**config.mk**
```make
export PLATFORM = sky130hd
export DESIGN_NAME = victim_tag_store
export DESIGN_NICKNAME = d
export VERILOG_FILES = /design/src/rtl/victim_tag_store.sv
export SDC_FILE = /design/constraint.sdc
export NUM_CORES = 1
export LEC_CHECK = 0
export BUFFER_PORTS_ARGS = -buffer_cell sky130_fd_sc_hd__buf_2
export CAP_MARGIN = 20
export CORE_ASPECT_RATIO = 1.25
export CORE_UTILIZATION = 40
export CTS_BUF_LIST = sky130_fd_sc_hd__clkbuf_2 sky130_fd_sc_hd__clkbuf_4 sky130_fd_sc_hd__clkbuf_8
export DETAILED_ROUTE_END_ITERATION = 8
export PLACE_DENSITY = 0.58
export SLEW_MARGIN = 20
export SYNTH_ARGS = -nofsm -noshare
export SYNTH_HDL_FRONTEND = slang
export SYNTH_SLANG_ARGS = --single-unit
```
**constraint.sdc**
```tcl
create_clock -name clk -period 3.77 [get_ports clk]
set_input_delay 0.377 -clock clk [delete_from_list [all_inputs] [get_ports clk]]
set_output_delay 0.377 -clock clk [all_outputs]
set_load 0.02 [all_outputs]
```
**src/rtl/victim_tag_store.sv**
```systemverilog
// victim_tag_store
//   Tag/valid/dirty array for the victim cache, one entry per way, held in
//   flops. Supports indexed write, indexed read, fully associative lookup
//   by tag, and per-way valid/dirty maintenance. Read and lookup results
//   are registered and hold until the next read_en / lookup_en.
//
// Ports
//   clk, rst_n      rising-edge clock, synchronous active-low reset
//   write_en        tag[way] <- tag_in, valid <- 1, dirty <- 0
//   read_en         capture entry of way_index_in into *_read outputs
//   lookup_en       search all valid ways for tag_in
//   tag_in          tag for write or lookup
//   way_index_in    target way for write/read/valid_clear/dirty_set/dirty_clear
//   valid_clear     valid <- 0, dirty <- 0 (tag kept)
//   dirty_set       dirty <- 1 (independent of valid)
//   dirty_clear     dirty <- 0
//   hit             result of last lookup
//   hit_way_index   lowest matching way of last lookup (0 on miss)
//   valid_read      valid bit from last read
//   dirty_read      dirty bit from last read
//   tag_read        tag from last read
module victim_tag_store #(
    parameter int unsigned TAG_WIDTH = 4,
    parameter int unsigned NUM_WAYS  = 4,
    localparam int unsigned W        = $clog2(NUM_WAYS)
) (
    input  logic                 clk,
    input  logic                 rst_n,
    input  logic                 write_en,
    input  logic                 read_en,
    input  logic                 lookup_en,
    input  logic [TAG_WIDTH-1:0] tag_in,
    input  logic [W-1:0]         way_index_in,
    input  logic                 valid_clear,
    input  logic                 dirty_set,
    input  logic                 dirty_clear,
    output logic                 hit,
    output logic [W-1:0]         hit_way_index,
    output logic                 valid_read,
    output logic                 dirty_read,
    output logic [TAG_WIDTH-1:0] tag_read
);

    logic [TAG_WIDTH-1:0] tag_q [NUM_WAYS];
    logic [TAG_WIDTH-1:0] tag_d [NUM_WAYS];
    logic [NUM_WAYS-1:0]  valid_q, valid_d;
    logic [NUM_WAYS-1:0]  dirty_q, dirty_d;

    logic                 hit_q, hit_d;
    logic [W-1:0]         hit_way_q, hit_way_d;
    logic                 valid_read_q, valid_read_d;
    logic                 dirty_read_q, dirty_read_d;
    logic [TAG_WIDTH-1:0] tag_read_q, tag_read_d;

    logic                 match_any;
    logic [W-1:0]         match_idx;

    // Array update: one op per way per cycle, valid_clear > write > dirty_clear > dirty_set.
    always_comb begin
        tag_d   = tag_q;
        valid_d = valid_q;
        dirty_d = dirty_q;
        if (valid_clear) begin
            valid_d[way_index_in] = 1'b0;
            dirty_d[way_index_in] = 1'b0;
        end else if (write_en) begin
            tag_d[way_index_in]   = tag_in;
            valid_d[way_index_in] = 1'b1;
            dirty_d[way_index_in] = 1'b0;
        end else if (dirty_clear) begin
            dirty_d[way_index_in] = 1'b0;
        end else if (dirty_set) begin
            dirty_d[way_index_in] = 1'b1;
        end
    end

    // Associative match on the pre-edge array; first match found wins so
    // the reported way is the lowest index.
    always_comb begin
        match_any = 1'b0;
        match_idx = '0;
        for (int unsigned i = 0; i < NUM_WAYS; i++) begin
            if (!match_any && valid_q[i] && (tag_q[i] == tag_in)) begin
                match_any = 1'b1;
                match_idx = W'(i);
            end
        end
    end

    always_comb begin
        hit_d        = hit_q;
        hit_way_d    = hit_way_q;
        valid_read_d = valid_read_q;
        dirty_read_d = dirty_read_q;
        tag_read_d   = tag_read_q;
        if (lookup_en) begin
            hit_d     = match_any;
            hit_way_d = match_idx;
        end
        if (read_en) begin
            valid_read_d = valid_q[way_index_in];
            dirty_read_d = dirty_q[way_index_in];
            tag_read_d   = tag_q[way_index_in];
        end
    end

    always_ff @(posedge clk) begin
        if (!rst_n) begin
            for (int unsigned i = 0; i < NUM_WAYS; i++) begin
                tag_q[i] <= '0;
            end
            valid_q      <= '0;
            dirty_q      <= '0;
            hit_q        <= 1'b0;
            hit_way_q    <= '0;
            valid_read_q <= 1'b0;
            dirty_read_q <= 1'b0;
            tag_read_q   <= '0;
        end else begin
            tag_q        <= tag_d;
            valid_q      <= valid_d;
            dirty_q      <= dirty_d;
            hit_q        <= hit_d;
            hit_way_q    <= hit_way_d;
            valid_read_q <= valid_read_d;
            dirty_read_q <= dirty_read_d;
            tag_read_q   <= tag_read_d;
        end
    end

    assign hit           = hit_q;
    assign hit_way_index = hit_way_q;
    assign valid_read    = valid_read_q;
    assign dirty_read    = dirty_read_q;
    assign tag_read      = tag_read_q;

endmodule

```
Word-level counts from Yosys, hierarchy flattened
Index checks and enable logic that the tools add are counted.

word-level totals
  output and inout bits = 9
  bits of input ports = 14
  word-level logic and storage cells = 66
  bits in registers = 33

operators by class
  eq/ne operators = 4
  $lt $le $gt $ge = 4
  muxes and demuxes = 25
  reductions and logical operators = 15
  bitwise logic cells = 7

operators with widths
  kind                                                                count
  2-to-1 mux 4 bit                                                    9
  bitwise mux 16 bit                                                  1
  equality test 4 bit                                                 4
  logical AND 1 bit                                                   9
  AND 4 bit                                                           2
  binary-select mux 4 bit (select 2 bit)                              1
  demux 4 bit (select 2 bit)                                          1
  2-to-1 mux 1 bit                                                    8
  bitwise OR 4 bit                                                    2
  binary-select mux 1 bit (select 2 bit)                              2
  2-to-1 mux 2 bit                                                    2
  inverter 4 bit                                                      1
  nonzero test 4 bit                                                  1
  greater-or-equal comparator 3 bit (second input constant)           1
  logical NOT 1 bit                                                   3
  less-than comparator 2 x 3 -> 1 bit (second input constant)         1
  less-than comparator 3 x 1 -> 1 bit (second input constant)         1
  inverter 2 -> 3 bit                                                 1
  demux 1 bit (select 2 bit)                                          1
  greater-or-equal comparator 2 x 1 -> 1 bit (second input constant)  1
  AND reduction 2 bit                                                 1
  nonzero test 2 bit                                                  1
  inverter 1 bit                                                      1

Longest topological paths before layout
Gate-level depths: netlist of the first run.

  depth after elaboration = 15
  gate-level depth with buffers = 7
  mapped depth without buffers = 5

Least setup slack after synthesis of the first run
OpenSTA, ideal clock, no wires.

  path kind = input port to flip-flop
  from = input port tag_in[1]
  to = register hit_way_q[1] (netlist: hit_way_index[1])
  arrival time = 1,332 ps
  slack = 2,323 ps
  required time = 3,655 ps
  stages = 6
  setup time = 115 ps
  path buffers = 1
  cell sequence = buf_6 > inv_2 > a222oi_1 > nor4b_4 > nor2_1 > a31o_1

between the ends
  longest elaborated chain between the ends = 15
  elaborated cells between the ends (all ways) = 19
  those cells by class = eq/ne (4); mux (5); reduce/logical (10)

RTL lines
  item                             RTL line  source
  start: declaration               32        input logic [TAG_WIDTH-1:0] tag_in,
  equality test 4 bit              83        if (!match_any && valid_q[i] && (tag_q[i] == tag_in)) begin
  logical AND 1 bit                83
  2-to-1 mux 1 bit                 83
  logical NOT 1 bit                83
  logical AND 1 bit (2 in series)  83
  2-to-1 mux 1 bit                 83
  logical NOT 1 bit                83
  logical AND 1 bit (2 in series)  83
  2-to-1 mux 1 bit                 83
  logical NOT 1 bit                83
  logical AND 1 bit (2 in series)  83
  2-to-1 mux 2 bit (*)             83
  end signal: assignment           124       hit_way_q <= hit_way_d;
  end: declaration                 50        logic [W-1:0] hit_way_q, hit_way_d;

Every way passes the cells marked *; elsewhere a longest branch is shown, timed or not.
A chain may end at the register's enable or synchronous reset.

Worst setup path in the final report of the first run
  from = register tag_q[9] (netlist name)
  to = register hit_way_q[1] (netlist: hit_way_index[1])

between the ends
  longest elaborated chain between the ends = 11
  elaborated cells between the ends (all ways) = 12
  those cells by class = eq/ne (1); mux (4); reduce/logical (7)

RTL lines
  item                             RTL line  source
  start: declaration               44        logic [TAG_WIDTH-1:0] tag_q [NUM_WAYS];
  start signal: assignment         120       tag_q <= tag_d;
  equality test 4 bit (*)          83
  logical AND 1 bit (*)            83
  2-to-1 mux 1 bit (*)             83
  logical NOT 1 bit                83
  logical AND 1 bit (2 in series)  83
  2-to-1 mux 1 bit                 83
  logical NOT 1 bit                83
  logical AND 1 bit (2 in series)  83
  2-to-1 mux 2 bit (*)             83

Marks and branches as above.

==> out/qor.txt, run 1 <==
First-pass GRT wire length: 5750 µm
Post-synth top area share: 0.399
Crit-path slowest cell: a222oi_1
Crit-path max FO: 4
CTS HTree Levels: 2
Cell row count: 25
Worst-path cell chain: a222oi_1 > nor4b_4 > nor2_1 > a31o_1
Final hold vios: 0
Clk slew on worst S/H paths: 0.06 ns
Die area: 0.00440 mm²
Outcome: completed
Fin crit period: 1.42 ns
Combinational Power Share: 0.111
Layout Skew: 0.00163 ns
I/O Buffers: 22
GRT Total Usage: 0.178
CP delay by family, top: compound AO/OA/AOI/OAI gates
Yosys reg bits: 33
Fin nets: 196
Bufs on Longest Clock Path: 2
ANT cells: 0
Largest net degree at the start of global routing: 31
Worst Setup End Kind: flip-flop
Post-synth cell types: 35
Io pins: 23
Vias post-DR: 1249
Fin crit share: 0.376
Initial core utilization: 0.427
Setup bufs post-CTS: 0
Clock Latency Late Sink: 0.28 ns
Slew Limit Fails: 0
TritonCTS clock tree: done
Die height: 74.0 µm
Final RePlAce weighted congestion: 0.812
CP required: 3.95 ns
Post-detail-place hpwl: 2630 µm
Ys Warns: 0
Fin util: 0.474
Wire per inst: 14.9 µm
Fmax: 0.706 GHz
Worst Max-Slew Pin Slew: 0.951 ns
Routed Antenna Nets: 0
Top cells by area, synth: dfxtp_1 (40%), mux2i_1 (13%), mux4_2 (8.2%)
CTS buffer count: 5
Critical Path Max Stage Delay: 0.35 ns
Maximum VDD drop: 142 µV
Pre-antenna DRT Iters: 4
Buf/Inv on CP: 0
Critical Path AT: 1.59 ns
Post-CTS Resized: 0
CTS sink count: 33
Synthesized area per cell: 9.98 µm²
Setup TNS: 0 ns
Sequential share of power: 0.506
Switching Fraction: 0.249
Syn-to-layout area delta: 10.9%
GRT Residual Overflow: 0
Max-cap viol count: 0
Hold buffers post-CTS: 0
Vias per std cell: 5.29
RSZ-0062 raised after global routing: false
Power share of the clock group: 0.383
Number of global-route vias before repair: 1216
Rel. slew slack: 0.365
NetSw: 180 µW
Post-Syn Instances: 166
Share of post-route cells with drive strength above 1: 0.231
Crit Path Class: flip-flop to flip-flop
Core Area: 0.00388 mm²
Leakage: 0.752 nW
Drc violations: 0
Critical Path Source Type: flip-flop
Cell-internal power: 543 µW
Total routed wirelength: 3510 µm
Yosys top cell by area: dfxtp_1
Setup violations, final: 0
Worst Hold Class: input port to flip-flop
Net count after synthesis: 180
Chip Width: 59.6 µm
Antenna violations before repair: 0
PwrDens: 393 mW/mm²
Cell Area, Synth: 0.00166 mm²
Initial drt markers: 68
Sequential share of the synthesized area: 0.399
Clk Tree Root Cell: clkbuf_8
-- final cells by class --
cell class,instances,area [µm²]
clock buffers,7,90.1
fillers,385,2040
inverters,4,15.0
multi-input cells,116,893
flip-flops and latches,33,661
well taps,54,67.6
repair buffers,22,110
-- logic make-up after synthesis --
| logic type | synth area share |
|---|---|
| buffers and inverters | 0.0619 |
| xor gates and xnor gates | 0.0687 |
| and+or+nand+nor | 0.154 |
| AOI/OAI and AO/OA | 0.108 |
| DFF | 0.399 |
| muxes | 0.208 |
-- through the flow --
step / power [mW] / hold slack (ns) / instance area (µm²) / instances / worst slack [ns]
after floorplan: 0.436 / 0.446 / 1660 / 166 / 2.32
after global placement: 0.452 / 0.468 / 1750 / 229 / 2.07
after detailed placement: 0.454 / 0.476 / 1750 / 229 / 2.08
after CTS: 0.728 / 0.360 / 1840 / 236 / 2.35
after global routing: 0.752 / 0.366 / 1840 / 236 / 2.27
final: 0.723 / 0.370 / 1840 / 236 / 2.35
-- final timing paths --
path                from               end  slack, ns  cells past startpoint
max reg2reg     tag_q[9]  hit_way_index[1]       2.35                      4
min reg2reg  tag_read[3]       tag_read[3]       0.49                      2
max             tag_q[9]  hit_way_index[1]       2.35                      4
min          valid_clear         flip-flop       0.37                      2
-- power by group through the flow --
stage          logic (mW)  registers [mW]  clock network (mW)
6_report           0.0805           0.365               0.277
5_1_grt            0.0882           0.366               0.297
4_1_cts            0.0808           0.365               0.282
3_5_place_dp       0.0805           0.373                   0
3_3_place_gp       0.0794           0.373                   0
2_1_floorplan      0.0632           0.373                   0
-- cells in the mapped netlist --
library cell / count
or2_2: 1
xor2_1: 10
a21oi_1: 8
a222oi_1: 1
nor2b_1: 2
buf_1: 1
dfxtp_1: 33
o31a_2: 1
nand2_1: 3
nor3_2: 1
nand3b_1: 1
buf_6: 3
nor3b_1: 1
nor4_1: 1
nor2_1: 32
a31o_1: 1
clkbuf_1: 3
a31oi_1: 2
o41ai_4: 1
inv_1: 3
nor3_1: 4
o22ai_1: 1
a211oi_1: 3
clkbuf_8: 1
o31ai_2: 1
xnor2_1: 3
buf_2: 5
o21ai_0: 4
nor4b_4: 1
inv_2: 1
nand3_1: 1
a311oi_1: 1
mux4_2: 6
nand2b_1: 4
mux2i_1: 21
-- layer usage --
| metal | vias up | global-route usage | part of all wire |
|---|---|---|---|
| li1 | 607 | - | - |
| met1 | 597 | 0.216 | 0.44 |
| met2 | 34 | 0.297 | 0.50 |
| met3 | 11 | 0.0504 | 0.041 |
| met4 | 0 | 0.0698 | 0.022 |
| met5 | - | 0 | 0 |
-- cell usage in the layout (no fill, tap or decap), types with 3 or more instances in the layout --
cell	instances
dfxtp_1	33
nor2_1	32
buf_2	22
mux2i_1	21
xor2_1	10
a21oi_1	8
mux4_2	6
clkbuf_8	6
nand2b_1	4
o21ai_0	4
nor3_1	4
inv_1	3
nand2_1	3
xnor2_1	3
a211oi_1	3
Note: power is estimated with default switching activity, not from simulation.
==> run 2, diff against run 1 <==
Settings changed: PLACE_DENSITY 0.58 to 0.6.
Clock period 3.77 ns to 1.2 ns, I/O delays scaled along.
==> out/qor.txt, run 2 (synthesized netlist as in run 1, its figures left out) <==
Share of post-route cells with drive strength above 1: 0.386
Antenna violations before repair: 0
Rel. slew slack: 0.735
Leakage: 0.930 nW
Critical Path Max Stage Delay: 0.33 ns
Bufs on Longest Clock Path: 2
Cells on worst reg2reg path: 4
Clk Tree Root Cell: clkbuf_8
Final hold vios: 0
Slew Limit Fails: 0
Worst Hold Class: input port to flip-flop
First-pass GRT wire length: 6570 µm
Crit Reg-Reg Startpoint: tag_q[9]
Maximum VDD drop: 598 µV
Most frequent cells in the layout: nor2_1 (32), buf_4 (27), dfxtp_1 (26)
Hold Crit Depth: 3
I/O Buffers: 22
TritonCTS clock tree: done
Most common cell after layout, fill and taps aside: nor2_1
Worst Setup End Kind: flip-flop
Final RePlAce weighted congestion: 0.899
CTS sink count: 33
Critical Path Source Type: flip-flop
Fin crit period: 1.32 ns
Filler cells: 389
Reg-to-reg critical path endpoint: hit_way_index[1]
Pre-antenna DRT Iters: 4
Failing checks: negative setup slack
Largest net degree at the start of global routing: 14
Multi-input combinational cell area: 901 µm²
Setup violations, final: 6
Fin area: 0.00213 mm²
Worst Max-Slew Pin Slew: 0.395 ns
Hold path start: dirty_set
Number of global-route vias before repair: 1391
Crit-path slowest cell: dfxtp_2
CTS HTree Levels: 2
Routed Antenna Nets: 0
Vias per std cell: 5.19
Drc violations: 0
Crit path launch: tag_q[9]
Vias post-DR: 1397
Non-filler instance count after layout: 269
Io pins: 23
Fmax: 0.758 GHz
R2R setup slack: -0.12 ns
Placed inst area: 0.00199 mm²
GRT Residual Overflow: 0
Clk slew on worst S/H paths: 0.07 ns
Initial drt markers: 79
Core Area: 0.00388 mm²
Crit path to: hit_way_index[1]
Fin nets: 228
Die height: 74.0 µm
Clock Latency Late Sink: 0.29 ns
Worst-path cell chain: a222oi_1 > nor4b_4 > nor2_1 > a31o_1
Initial core utilization: 0.427
Crit Path Class: flip-flop to flip-flop
Outcome: finished with violations
Syn-to-layout area delta: 28.7%
Post-detail-place hpwl: 3020 µm
GRT Total Usage: 0.208
CTS buffer count: 5
RSZ-0062 raised after global routing: true
Placed Instances: 260
Critical Path AT: 1.50 ns
Layout Skew: 0.00603 ns
Cell row count: 25
Chip Width: 59.6 µm
Total routed wirelength: 3970 µm
Crit-path max FO: 3
Die area: 0.00440 mm²
Setup ws final: -0.120 ns
ANT cells: 0
Register Area: 669 µm²
Max-cap viol count: 0
Fin crit share: 1.10
CP required: 1.38 ns
Wire per inst: 14.8 µm
PwrDens: 1130 mW/mm²
-- run 2: changes by cell type in the layout (fill, tap and decap cells not counted), sizes merged --
cell / previous run / this run
clkinv: 0 / 1
buf: 22 / 54
-- run 2: metal layers --
layer  global-route usage  part of all wire
met1                0.241              0.41
met2                0.372              0.53
met3               0.0330             0.030
met4               0.0956             0.027
met5                    0                 0
-- run 2: report_power, final --
group          total [mW]  internal (mW)  leakage (nW)  switching, mW
Clock               0.922          0.518        0.0542          0.404
Sequential           1.15           1.13         0.271         0.0206
Combinational       0.331          0.159         0.605          0.171
Total                2.40           1.80         0.930          0.596
-- run 2: layout make-up --
class,instances,area share
multi-input cells,116,0.423
flip-flops and latches,33,0.314
repair buffers,54,0.177
clock buffers,7,0.0452
well taps,54,0.0317
inverters,4,0.00704
clock inverters,1,0.00235
-- run 2: per-stage QoR --
step                setup TNS, ns  power [mW]  hold WS (ns)  utilization  worst slack (ns)
finish                     -0.434        2.40         0.123        0.550            -0.120
CTS                        -0.408        2.42         0.121        0.546            -0.133
detailed placement         -0.865        1.49         0.429        0.514            -0.131
floorplan                 -0.0499        1.37         0.217            -           -0.0499
global route               -0.931        2.50         0.133        0.550            -0.214
global placement           -0.644        1.48         0.414        0.514            -0.124
-- run 2: critical path, delay by kind of cell, from the launching register on --
family | cells | cell delay [ns]
and+or+nand+nor | 2 | 0.38
DFF | 1 | 0.33
AOI/OAI and AO/OA | 2 | 0.51
-- run 2: worst min path at each step --
stage,end
after floorplan,flip-flop
after global placement,flip-flop
after detailed placement,flip-flop
after CTS,flip-flop
after global routing,flip-flop
final,flip-flop
-- run 2: timing repair --
action | in CTS | in global routing
pin swaps | 2 | 3
setup endpoints to repair | 7 | 8
hold buffers | 0 | 0
setup buffers | 0 | 1
gates resized for setup | 10 | 2
==> run 3, diff against run 2 <==
Settings changed: SETUP_SLACK_MARGIN from default to 0.15.
==> out/qor.txt, run 3 (synthesized netlist as in run 1, its figures left out) <==
Setup violations, final: 4
CP delay by family, top: compound AO/OA/AOI/OAI gates
Crit Path Class: flip-flop to flip-flop
Bufs on Longest Clock Path: 2
Clk Tree Root Cell: clkbuf_8
Power share of the clock group: 0.390
Layout Skew: 0.00633 ns
Critical Path AT: 1.48 ns
Filler cells: 361
GRT Residual Overflow: 0
Chip Width: 59.6 µm
Most common cell after layout, fill and taps aside: nor2_1
Leakage: 0.911 nW
Core Area: 0.00388 mm²
Worst Setup End Kind: flip-flop
Fmax: 0.787 GHz
I/O Buffers: 22
Multi-input combinational cell area: 952 µm²
Hold buffers post-CTS: 0
Most frequent cells in the layout: nor2_1 (30), buf_2 (22), buf_4 (22)
Share of post-route cells with drive strength above 1: 0.459
Crit-path slowest cell: dfxtp_2
Critical Path Source Type: flip-flop
CTS buffer count: 5
Io pins: 23
Outcome: finished with violations
Worst Hold Class: input port to flip-flop
Post-detail-place hpwl: 2940 µm
Routed Antenna Nets: 0
Placed inst area: 0.00198 mm²
CTS sink count: 33
Setup ws final: -0.0711 ns
Cell row count: 25
Maximum VDD drop: 629 µV
First-pass GRT wire length: 6270 µm
TritonCTS clock tree: done
Worst-path cell chain: a222oi_1 > nor4b_4 > a21oi_1 > o31ai_2
Fin util: 0.553
Cell-internal power: 1.80 mW
Worst hold slack: 0.111 ns
Switching Fraction: 0.257
Wire per inst: 15.0 µm
Largest net degree at the start of global routing: 11
Fin nets: 222
ANT cells: 0
Failing checks: negative setup slack
GRT Total Usage: 0.201
PwrDens: 1130 mW/mm²
Final hold vios: 0
NetSw: 619 µW
Drc violations: 0
Worst Max-Slew Pin Slew: 0.364 ns
Pre-antenna DRT Iters: 4
Vias post-DR: 1361
Crit-path max FO: 3
Register Area: 688 µm²
Final RePlAce weighted congestion: 0.869
Initial drt markers: 63
Fin area: 0.00214 mm²
Clock Latency Late Sink: 0.29 ns
Tot Pwr: 2.41 mW
Combinational Power Share: 0.135
Critical Path Max Stage Delay: 0.33 ns
Total routed wirelength: 3950 µm
Buf/Inv on CP: 0
Initial core utilization: 0.427
Syn-to-layout area delta: 29.5%
Number of global-route vias before repair: 1279
RSZ-0062 raised after global routing: true
Die height: 74.0 µm
Die area: 0.00440 mm²
Place WS: -0.161 ns
Antenna violations before repair: 0
CP required: 1.41 ns
Fin crit period: 1.27 ns
Fin crit share: 1.06
Rel. slew slack: 0.757
CTS HTree Levels: 2
Sequential share of power: 0.475
Slew Limit Fails: 0
Max-cap viol count: 0
Clk slew on worst S/H paths: 0.07 ns
Vias per std cell: 5.17
[run 3: changes by cell type in the layout (fill, tap and decap cells not counted), sizes merged]
cell / change
buf: -6
[run 3: per-stage QoR]
step / std cells / TNS (ns)
final: 263 / -0.217
after global routing: 263 / -0.763
after global placement: 252 / -0.445
after CTS: 263 / -0.289
after detailed placement: 252 / -0.601
after floorplan: 166 / -0.0456
[run 3: worst reg2reg max path: stages (launching register included)]
cell and delay (ns):
dfxtp_2 0.33, a222oi_1 0.30, nor4b_4 0.29, a21oi_1 0.09, o31ai_2 0.19
[run 3: metal layers]
layer / track usage / share of wire
met2: 0.320 / 0.49
met3: 0.0574 / 0.047
met4: 0.114 / 0.031
met5: 0 / 0
met1: 0.243 / 0.43
[run 3: final cells by class]
type | count | area share
multi-input combinational | 116 | 0.444
sequential | 33 | 0.321
timing repair buffer | 48 | 0.149
clock buffer | 7 | 0.0449
tap | 54 | 0.0315
inverter | 4 | 0.00700
clock inverter | 1 | 0.00233
[run 3: path summary, 6_finish.rpt]
| check | start | to | slack (ns) | cells past startpoint |
|---|---|---|---|---|
| hold / removal | rst_n | flip-flop | 0.11 | 3 |
| setup / recovery | tag_q[9] | hit_way_index[0] | -0.07 | 4 |
| hold reg to reg | flip-flop | flip-flop | 0.49 | 2 |
| setup reg to reg | tag_q[9] | hit_way_index[0] | -0.07 | 4 |
[run 3: timing repair]
action                     4_1_cts  5_1_grt
buffers inserted                 3        0
pin swaps                        8        3
setup endpoints to repair        9        9
gates resized for setup         15        0
cloned                           0        0
[run 3: power groups by stage]
stage	Sequential, mW	Clock [mW]	Combinational [mW]
3_3_place_gp	1.17	0	0.308
4_1_cts	1.15	0.960	0.327
2_1_floorplan	1.17	0	0.216
3_5_place_dp	1.17	0	0.314
6_report	1.15	0.942	0.326
5_1_grt	1.15	1.02	0.353
